**src/rtl/mdu_pkg.sv**
```systemverilog
// Shared definitions for the iterative multiply/divide unit: op codes,
// FSM state encoding and op classification helpers.
package mdu_pkg;

    // Op codes presented on the op port
    localparam logic [2:0] OP_MULTU = 3'b000;
    localparam logic [2:0] OP_MULT  = 3'b001;
    localparam logic [2:0] OP_DIVU  = 3'b010;
    localparam logic [2:0] OP_DIV   = 3'b011;
    localparam logic [2:0] OP_MADD  = 3'b101;
    localparam logic [2:0] OP_MSUB  = 3'b110;

    // FSM state encoding
    localparam logic [1:0] ST_IDLE = 2'd0;
    localparam logic [1:0] ST_MUL  = 2'd1;
    localparam logic [1:0] ST_DIV  = 2'd2;
    localparam logic [1:0] ST_DONE = 2'd3;

    // True for the two divide ops
    function automatic logic is_div(input logic [2:0] op);
        return (op == OP_DIVU) || (op == OP_DIV);
    endfunction

    // True for any op that starts an operation; the rest are no-ops
    function automatic logic is_valid_op(input logic [2:0] op);
        return (op == OP_MULTU) || (op == OP_MULT) || (op == OP_DIVU) ||
               (op == OP_DIV)   || (op == OP_MADD) || (op == OP_MSUB);
    endfunction

endpackage

```
**src/rtl/mdu_div_core.sv**
```systemverilog
// Radix-2 restoring divider. On load it latches the operand magnitudes and
// the result signs, then produces one quotient bit per cycle for WIDTH
// cycles. done is high during the cycle whose closing edge performs the
// final iteration, so quotient/remainder are final on the following cycle
// and stay stable until the next load.
module mdu_div_core
    import mdu_pkg::*;
#(
    parameter int WIDTH = 32
) (
    input  logic             clk,
    input  logic             reset,
    input  logic             load,
    input  logic [WIDTH-1:0] dividend,
    input  logic [WIDTH-1:0] divisor,
    input  logic             signed_op,
    output logic             done,
    output logic [WIDTH-1:0] quotient,
    output logic [WIDTH-1:0] remainder
);

    localparam int CW = (WIDTH > 1) ? $clog2(WIDTH) : 1;
    localparam logic [CW-1:0] LAST = CW'(WIDTH - 1);

    logic [WIDTH-1:0] rem_reg;
    logic [WIDTH-1:0] quo_reg;
    logic [WIDTH-1:0] dvs_reg;
    logic [CW-1:0]    cnt_reg;
    logic             run_reg;
    logic             neg_q_reg;
    logic             neg_r_reg;

    logic             a_neg;
    logic             b_neg;
    logic [WIDTH-1:0] abs_a;
    logic [WIDTH-1:0] abs_b;
    logic [WIDTH:0]   trial;
    logic             take;
    logic [WIDTH-1:0] rem_next;
    logic [WIDTH-1:0] quo_next;

    // Operand magnitudes and one restoring step; the borrow bit of the trial
    // subtraction decides whether the shifted remainder is restored.
    always_comb begin
        a_neg    = signed_op & dividend[WIDTH-1];
        b_neg    = signed_op & divisor[WIDTH-1];
        abs_a    = a_neg ? (~dividend + 1'b1) : dividend;
        abs_b    = b_neg ? (~divisor + 1'b1) : divisor;
        trial    = {rem_reg, quo_reg[WIDTH-1]} - {1'b0, dvs_reg};
        take     = ~trial[WIDTH];
        rem_next = take ? trial[WIDTH-1:0] : {rem_reg[WIDTH-2:0], quo_reg[WIDTH-1]};
        quo_next = {quo_reg[WIDTH-2:0], take};
    end

    // Load operands, then iterate until the last quotient bit is shifted in
    always_ff @(posedge clk) begin
        if (reset) begin
            rem_reg   <= '0;
            quo_reg   <= '0;
            dvs_reg   <= '0;
            cnt_reg   <= '0;
            run_reg   <= 1'b0;
            neg_q_reg <= 1'b0;
            neg_r_reg <= 1'b0;
        end else if (load) begin
            rem_reg   <= '0;
            quo_reg   <= abs_a;
            dvs_reg   <= abs_b;
            cnt_reg   <= '0;
            run_reg   <= 1'b1;
            neg_q_reg <= a_neg ^ b_neg;
            neg_r_reg <= a_neg;
        end else if (run_reg) begin
            rem_reg <= rem_next;
            quo_reg <= quo_next;
            cnt_reg <= cnt_reg + 1'b1;
            if (cnt_reg == LAST) begin
                run_reg <= 1'b0;
            end
        end
    end

    // Quotient truncates toward zero; remainder follows the dividend sign.
    // MIN / -1 wraps naturally to MIN with a zero remainder.
    always_comb begin
        done      = run_reg && (cnt_reg == LAST);
        quotient  = neg_q_reg ? (~quo_reg + 1'b1) : quo_reg;
        remainder = neg_r_reg ? (~rem_reg + 1'b1) : rem_reg;
    end

endmodule

```
**src/rtl/mdu_iter.sv**
```systemverilog
// Multiply/divide unit owning HI/LO. Multiplies complete MUL_LAT cycles
// after the start edge, divides WIDTH+1 cycles after it. A direct HI/LO
// write always lands and aborts any operation in flight.
// Optional build macro MDU_DIV0_FLAG_EN adds a one-cycle div0 pulse output
// for an accepted divide whose divisor is zero.
module mdu_iter
    import mdu_pkg::*;
#(
    parameter int WIDTH   = 32,
    parameter int MUL_LAT = 5
) (
    input  logic             clk,
    input  logic             reset,
    input  logic             start,
    input  logic [2:0]       op,
    input  logic [WIDTH-1:0] src_a,
    input  logic [WIDTH-1:0] src_b,
    input  logic             hilo_we,
    input  logic             hilo_sel,
    input  logic [WIDTH-1:0] wdata,
    output logic [WIDTH-1:0] hi,
    output logic [WIDTH-1:0] lo,
`ifdef MDU_DIV0_FLAG_EN
    output logic             busy,
    output logic             div0
`else
    output logic             busy
`endif
);

    localparam int MCW = (MUL_LAT > 1) ? $clog2(MUL_LAT) : 1;

    logic [1:0]         state_reg, state_next;
    logic [WIDTH-1:0]   hi_reg, hi_next;
    logic [WIDTH-1:0]   lo_reg, lo_next;
    logic [2:0]         op_reg;
    logic [WIDTH-1:0]   a_reg;
    logic [WIDTH-1:0]   b_reg;
    logic [2*WIDTH-1:0] acc_reg;
    logic [MCW-1:0]     mul_cnt_reg;

    logic               accept;
    logic               div_by_zero;
    logic               go;
    logic               div_load;
    logic               div_done;
    logic [WIDTH-1:0]   div_q;
    logic [WIDTH-1:0]   div_r;

    logic               mul_signed;
    logic [2*WIDTH-1:0] ext_a;
    logic [2*WIDTH-1:0] ext_b;
    logic [2*WIDTH-1:0] prod;
    logic [2*WIDTH-1:0] mul_res;

    // Issue qualification: a direct write always wins over start
    always_comb begin
        accept      = (state_reg == ST_IDLE) && start && !hilo_we && is_valid_op(op);
        div_by_zero = is_div(op) && (src_b == '0);
        go          = accept && !div_by_zero;
        div_load    = go && is_div(op);
    end

    mdu_div_core #(
        .WIDTH(WIDTH)
    ) u_div_core (
        .clk       (clk),
        .reset     (reset),
        .load      (div_load),
        .dividend  (src_a),
        .divisor   (src_b),
        .signed_op (op == OP_DIV),
        .done      (div_done),
        .quotient  (div_q),
        .remainder (div_r)
    );

    // Full-width product from the latched operands; sign-extending to 2*WIDTH
    // makes the low half of one unsigned multiply serve both signednesses.
    always_comb begin
        mul_signed = (op_reg != OP_MULTU);
        ext_a      = {{WIDTH{mul_signed & a_reg[WIDTH-1]}}, a_reg};
        ext_b      = {{WIDTH{mul_signed & b_reg[WIDTH-1]}}, b_reg};
        prod       = ext_a * ext_b;
        case (op_reg)
            OP_MADD: mul_res = acc_reg + prod;
            OP_MSUB: mul_res = acc_reg - prod;
            default: mul_res = prod;
        endcase
    end

    // FSM next state and HI/LO update
    always_comb begin
        state_next = state_reg;
        hi_next    = hi_reg;
        lo_next    = lo_reg;
        case (state_reg)
            ST_IDLE: begin
                if (go) begin
                    if (is_div(op)) begin
                        state_next = ST_DIV;
                    end else begin
                        state_next = (MUL_LAT == 1) ? ST_DONE : ST_MUL;
                    end
                end
            end
            ST_MUL: begin
                if (int'(mul_cnt_reg) >= MUL_LAT - 2) begin
                    state_next = ST_DONE;
                end
            end
            ST_DIV: begin
                if (div_done) begin
                    state_next = ST_DONE;
                end
            end
            default: begin
                state_next = ST_IDLE;
                if (is_div(op_reg)) begin
                    hi_next = div_r;
                    lo_next = div_q;
                end else begin
                    hi_next = mul_res[2*WIDTH-1:WIDTH];
                    lo_next = mul_res[WIDTH-1:0];
                end
            end
        endcase
        // A direct write aborts whatever is in flight, including a pending
        // result write for the other half.
        if (hilo_we) begin
            state_next = ST_IDLE;
            hi_next    = hilo_sel ? hi_reg : wdata;
            lo_next    = hilo_sel ? wdata : lo_reg;
        end
    end

    // State and HI/LO registers
    always_ff @(posedge clk) begin
        if (reset) begin
            state_reg <= ST_IDLE;
            hi_reg    <= '0;
            lo_reg    <= '0;
        end else begin
            state_reg <= state_next;
            hi_reg    <= hi_next;
            lo_reg    <= lo_next;
        end
    end

    // Operand capture at issue; accumulate base is {hi,lo} at the start edge
    always_ff @(posedge clk) begin
        if (reset) begin
            op_reg  <= OP_MULTU;
            a_reg   <= '0;
            b_reg   <= '0;
            acc_reg <= '0;
        end else if (go) begin
            op_reg  <= op;
            a_reg   <= src_a;
            b_reg   <= src_b;
            acc_reg <= {hi_reg, lo_reg};
        end
    end

    // Multiply latency counter, idle at zero outside MUL
    always_ff @(posedge clk) begin
        if (reset || (state_reg != ST_MUL)) begin
            mul_cnt_reg <= '0;
        end else begin
            mul_cnt_reg <= mul_cnt_reg + 1'b1;
        end
    end

`ifdef MDU_DIV0_FLAG_EN
    logic div0_reg;

    // One-cycle flag for a rejected divide-by-zero issue
    always_ff @(posedge clk) begin
        if (reset) begin
            div0_reg <= 1'b0;
        end else begin
            div0_reg <= accept && div_by_zero;
        end
    end

    assign div0 = div0_reg;
`endif

    assign hi   = hi_reg;
    assign lo   = lo_reg;
    assign busy = (state_reg != ST_IDLE);

endmodule

```
**config.mk**
```make
export PLATFORM = sky130hd
export DESIGN_NAME = mdu_iter
export DESIGN_NICKNAME = d
export VERILOG_FILES = /design/src/rtl/mdu_pkg.sv /design/src/rtl/mdu_div_core.sv /design/src/rtl/mdu_iter.sv
export SDC_FILE = /design/constraint.sdc
export NUM_CORES = 2
export LEC_CHECK = 0
export ABC_CLOCK_PERIOD_IN_PS = 22200
export BUFFER_PORTS_ARGS = -buffer_cell sky130_fd_sc_hd__clkbuf_2
export CORE_ASPECT_RATIO = 1.2
export CORE_UTILIZATION = 45
export DETAILED_ROUTE_END_ITERATION = 8
export GPL_ROUTABILITY_DRIVEN = 0
export RECOVER_POWER = 100
export SLEW_MARGIN = 20
export SYNTH_ARGS = -nofsm -noshare
export SYNTH_HDL_FRONTEND = slang
export SYNTH_HIERARCHICAL = 1
export SYNTH_SLANG_ARGS = --single-unit
```
**constraint.sdc**
```tcl
create_clock -name clk -period 22.2 [get_ports clk]
set_input_delay 4.44 -clock clk [delete_from_list [all_inputs] [get_ports clk]]
set_output_delay 4.44 -clock clk [all_outputs]
set_load 0.02 [all_outputs]
```
# Word-level counts from Yosys, hierarchy flattened
# Cells that the tools add are included.
# op_classes
n_bitwise,10
eq_ne,19
n_mux,24
n_lt_le_gt_ge,1
addsub,9
reduce_logical,29
multipliers,1
# ops
operator,count
32-bit 2-to-1 mux,15
32-bit by 1-bit adder with 32-bit output (second input constant),4
32-bit NOT,4
64-bit case mux with 2 select lines,1
64-bit adder,1
33-bit by 33-bit multiplier with 64-bit output,1
64-bit subtractor,1
33-bit by 32-bit subtractor with 33-bit output,1
32-bit zero test,1
3-bit by 2-bit == test with 1-bit output (second input constant),4
3-bit == test (second input constant),4
1-bit logical OR,8
2-bit 2-to-1 mux,4
2-bit inequality test (second input constant),4
1-bit logical AND,7
2-bit by 1-bit inequality test with 1-bit output (second input constant),3
2-bit case mux with 3 select lines,1
5-bit by 1-bit adder with 5-bit output (second input constant),1
5-bit == test (second input constant),1
1-bit AND,4
2-bit AND reduction,2
2-bit nonzero test,2
2-bit OR reduction,2
3-bit by 1-bit adder with 3-bit output (second input constant),1
other kinds (13),16
# totals
word_cells,108
regBits,304
output_inout_bits,65

# Longest topological paths before layout
# depth
ltp_word,10
mapped_depth,51
ltp_nobuf,47

# Hierarchy
# The synthesis kept the hierarchy.
# modules_own_cells
mod,n_inst,seq_area_each_um2,cells_per_inst,area_each_um2
mdu_iter,1,4003.8,6058,52210.1
mdu_div_core,1,2082.0,1131,8773.4

# Least setup slack after synthesis
# OpenSTA, ideal clock, no wires.
# synth_path
path_type,register to register
start,register op_reg[1]
end,register hi_reg[31] (netlist: hi[31])
slack_ns,10.674
n_path_buf,4
stages_incl_launch_ff,42
setup_time_ns,0.103
arrival_ns,11.422
cell_sequence,dfxtp_1 -> clkdlybuf4s50_2 -> or3_1 -> clkbuf_1 -> and3_1 -> fa_1 -> inv_1 -> fa_1 -> inv_1 -> fa_1 -> fa_1 -> inv_1 -> fa_1 -> fa_1 -> fa_1 -> fa_1 -> inv_1 -> ha_1 -> [6 not listed] -> nand4_1 -> or4b_4 -> o31ai_1 -> xor2_1 -> ha_1 -> clkbuf_1 -> nand4_1 -> nand2b_1 -> nor2_1 -> a221o_1 -> o211a_1 -> or2_2 -> a211oi_1 -> o21bai_1 -> xor2_1 -> xnor2_1 -> xnor2_1 -> a2111oi_2
# synth_via
elab_chain_cells,8
# synth_lines
element,line_no,text
from (decl),mdu_iter.sv:36,logic [2:0] op_reg;
from (signal assigned),mdu_iter.sv:158,op_reg <= op;
3-bit nonzero test,mdu_iter.sv:81,mul_signed = (op_reg != OP_MULTU);
"1-bit AND, on equally long branches","mdu_iter.sv:82, mdu_iter.sv:83",
33-bit by 33-bit multiplier with 64-bit output,mdu_iter.sv:84,prod = ext_a * ext_b;
64-bit subtractor or 64-bit adder (tied branches),"mdu_iter.sv:87, mdu_iter.sv:86",
64-bit case mux with 2 select lines,mdu_iter.sv:85,case (op_reg)
32-bit 2-to-1 mux (*),mdu_iter.sv:119,if (is_div(op_reg)) begin
32-bit 2-to-1 mux (*),mdu_iter.sv:97,case (state_reg)
32-bit 2-to-1 mux (*),mdu_iter.sv:130,if (hilo_we) begin
to (signal assigned),mdu_iter.sv:145,hi_reg <= hi_next;
to (decl),mdu_iter.sv:34,"logic [WIDTH-1:0] hi_reg, hi_next;"
# Every way passes the cells marked *; elsewhere a longest branch is shown, timed or not. The select of a mux whose other input is x is not followed.
# A chain may end at the register's enable or synchronous reset.

# Worst setup path in the final report
# layout_path
start,input op[1]
end,register acc_reg[42]
# layout_via
elab_chain_cells,8
# layout_lines
element,line_no,text
from (decl),mdu_iter.sv:15,"input logic [2:0] op,"
3-bit by 1-bit == test with 1-bit output or 3-bit zero test (tied branches),mdu_pkg.sv:26,return (op == OP_MULTU) || (op == OP_MULT) || (op == OP_DIVU) ||
1-bit logical OR (3 in a row),mdu_pkg.sv:26,
1-bit logical OR (2 in a row),mdu_pkg.sv:27,(op == OP_DIV) || (op == OP_MADD) || (op == OP_MSUB);
1-bit logical AND,mdu_iter.sv:58,accept = (state_reg == ST_IDLE) && start && !hilo_we && is_valid_op(op);
1-bit logical AND (*),mdu_iter.sv:60,go = accept && !div_by_zero;
to (signal assigned),mdu_iter.sv:161,"acc_reg <= {hi_reg, lo_reg};"
to (decl),mdu_iter.sv:39,logic [2*WIDTH-1:0] acc_reg;
# Every way passes the cells marked *; elsewhere a longest branch is shown, timed or not.

==> impl_results.md <==
- Area after DPL: 0.06310 mm^2
- Clk pwr share: 26.0%
- Sequential share of the synthesized area: 9.979%
- M1 GR Usage: 38.69%
- Global route overflow: 0
- Met3 usage in global routing: 4.489%
- Tmin final: 15.07 ns
- Die area: 0.1370 mm^2
- Initial Util: 45.48%
- CTS root buf: clkbuf_16
- Final nets: 8607
- Pwr dens: 36.04 mW/mm^2
- Clock Latency Late Sink: 0.57 ns
- Ys flop type: dfxtp_1
- Beginning of the critical path: op[1]
- Skew final: 0.02275 ns
- Post-CTS Hold Fix Bufs: 0
- Fin crit share: 67.89%
- Ys async rst share: 0%
- Largest area contributor in the netlist: fa_1
- Clock slew at reported path FFs: 0.07 ns
- FP Rows: 147
- Post-CTS sizing: 0
- CTS tree: built
- Hold_sp: u_div_core/dvs_reg[31]
- Slew Limit Fails: 493
- First DRT Iteration DRCs: 4690
- Vias in the first global route: 53270
- HP Class: flop to flop
- Setup bufs post-CTS: 0
- Setup crit end kind: flop
- Sink Count: 304
- TritonCTS Buffers: 34
- Area contributors post-synth: fa_1, dfxtp_1, inv_1
- Pleak: 28.33 nW
- Core Region: 0.1341 mm^2
- Syn nets: 8740
- Hold endpoint: u_div_core/dvs_reg[31]
- Worst-path maximum fanout: 53
- N_diodes: 0
- Fillcell total: 13050
- Top cell type's share of synthesized area: 37.00%
- Largest net degree at the start of global routing: 91
- R2R Path End: hi[26]
- Detailed Route WL: 210800 um
- Flop pwr share: 25.8%
- Global Route Usage Sum: 31.08%
- Finished Core Util: 47.80%
- Clock buffer depth: 3
- Vias per cell: 5.840
- # setup viols final: 0
- Sw frac: 44.23%
- Top Ports: 169
- Worst slew pin tran: 4.249 ns
- Hold_ws: 0.4731 ns
- CP arrival: 15.34 ns
- Worst reg2reg path depth: 37
- Synth Cell Area: 0.06098 mm^2
- Via count: 51770
- Drt pass-1 iters: 6
- Combinational share of power: 48.1%
- PortBufs: 168
- M2 GR Usage: 51.64%
- Maximum clock rate: 0.06635 GHz
- First-pass GRT wire length: 322400 um
- Sw power: 1.022 mW
- Area of the multi-input gates: 0.04878 mm^2
- Sum Neg Setup Slack: 0 ns
- Failing checks: capacitance limit, slew limit
- R2r setup slk: 7.51 ns
- RSZ-0062 raised after global routing: false
- Die height: 405.3 um
- Mean post-synth cell area: 8.483 um^2
- Critical Path RT: 22.47 ns
- Drt drc: 0
- Post-DR wirelength/cell: 23.78 um
- Antenna violations before repair: 6
- Cell area after layout: 0.06409 mm^2
- Grt peak-use layer: met2
- Crit path launch type: input pin
- Die Wd: 338.1 um
- Final Total Pwr: 2.310 mW
- # H-tree levels: 2
- Final ANT Viol Nets: 0
- FF+latch area: 0.006092 mm^2
- # Max-Cap Violations: 9
- Internal: 1.288 mW
- Post-DP HPWL: 163100 um
- Relative slew slack: -183.3%
- Final hold violation count: 0
- Status: finished with violations
- Worst vdd ir: 0.04996 mV
- Post-Syn Instances: 7189
- Critical path class: input pin to flop
- Layout cells sized above 1: 4.875%
- Number of synthesized flops with an enable pin: 0
- Warnings, synthesis: 6
- Synthesized flop and latch total: 304
- R2R Path Start: a_reg[10]
- Hold path cells: 2
- Max reg flops: 64
- Yosys cell types: 114
- Synthesis-to-finish area growth: 5.092%
final cells by class:
cell class | instances | area share [%]
clock buffer | 46 | 1.540
inverter | 1174 | 6.876
timing repair buffer | 264 | 2.269
clock inverter | 11 | 0.2089
sequential | 304 | 9.506
multi-input combinational | 5278 | 76.11
tap | 1788 | 3.491
cells in the final DEF (no fill, tap or decap), types with 36 or more instances in the layout:
master / count
a211oi_1: 108
a21o_1: 64
a21oi_1: 268
and2_1: 289
and3_1: 51
buf_4: 90
clkbuf_1: 78
clkbuf_2: 100
dfxtp_1: 301
fa_1: 1127
ha_1: 320
inv_1: 1174
mux2i_1: 176
nand2_1: 1018
nand2b_1: 41
nand3_1: 71
nand4_1: 37
nor2_1: 428
nor2b_1: 40
nor3_1: 83
o211ai_1: 43
o21ai_0: 252
o31ai_1: 47
or3_1: 36
xnor2_1: 215
xor2_1: 108
through the flow:
stage                     instances  setup WS, ns
final                          8865         7.129
after global routing           8865         6.832
after CTS                      8865         8.770
after detailed placement       8808         8.845
after global placement         8808         8.973
after floorplan                7189         10.67
how the worst max path moves through the flow:
stage / endpoint / slack [ns] / cells after the start
6_report: acc_reg[42] / 7.13 / 9
5_1_grt: acc_reg[61] / 6.83 / 9
4_1_cts: hi[31] / 8.77 / 43
3_3_place_gp: hi[31] / 8.97 / 43
2_1_floorplan: hi[31] / 10.67 / 41
3_5_place_dp: hi[31] / 8.85 / 43
metal layers:
layer | vias to the layer above | wire length (um)
li1 | 22500 | -
met1 | 26110 | 80870
met2 | 2465 | 98950
met3 | 692 | 16840
met4 | 4 | 14120
met5 | - | 29
worst max-delay path, cell delays in order:
cell and delay, ns:
clkbuf_1 0.41, nor2b_1 0.67, nand2_1 0.11, o31ai_1 0.93, clkbuf_1 2.51, clkbuf_1 2.50
clkbuf_1 3.15, mux2i_1 0.39, nor2_1 0.08
power by group through the flow:
stage / combinational [mW] / sequential (mW) / clock, mW
CTS: 1.09 / 0.596 / 0.608
detailed placement: 1.08 / 0.608 / 0
global placement: 1.07 / 0.608 / 0
floorplan: 0.746 / 0.606 / 0
global route: 1.20 / 0.598 / 0.626
finish: 1.11 / 0.597 / 0.601
kinds of logic after synthesis:
logic type / after synthesis / share of synthesized area [%]
buffers and inverters: 1607 / 10.08
DFF: 304 / 9.979
xor gates and xnor gates: 323 / 4.639
AOI/OAI and AO/OA: 1071 / 11.53
and+or+nand+nor: 2259 / 17.28
muxes: 178 / 2.926
adders and majority gates: 1447 / 43.56
cells in the mapped netlist (12+ instances only):
cell and number:
a211oi_1 108, a21o_1 64, a21oi_1 269, a311oi_1 27, a31oi_1 27, and2_1 292, and3_1 51, buf_1 24
buf_2 13, clkbuf_1 378, dfxtp_1 304, fa_1 1127, ha_1 320, inv_1 1174, mux2i_1 176, nand2_1 1019
nand2b_1 42, nand3_1 71, nand3b_1 12, nand4_1 37, nor2_1 430, nor2b_1 41, nor3_1 83, nor4_1 34
o211ai_1 43, o21a_1 23, o21ai_0 252, o21bai_1 23, o22ai_1 23, o311ai_0 12, o31ai_1 47, o41ai_1 18
or2_2 32, or3_1 36, or4_1 25, xnor2_1 215, xor2_1 108
(Power assumes the default switching activity.)
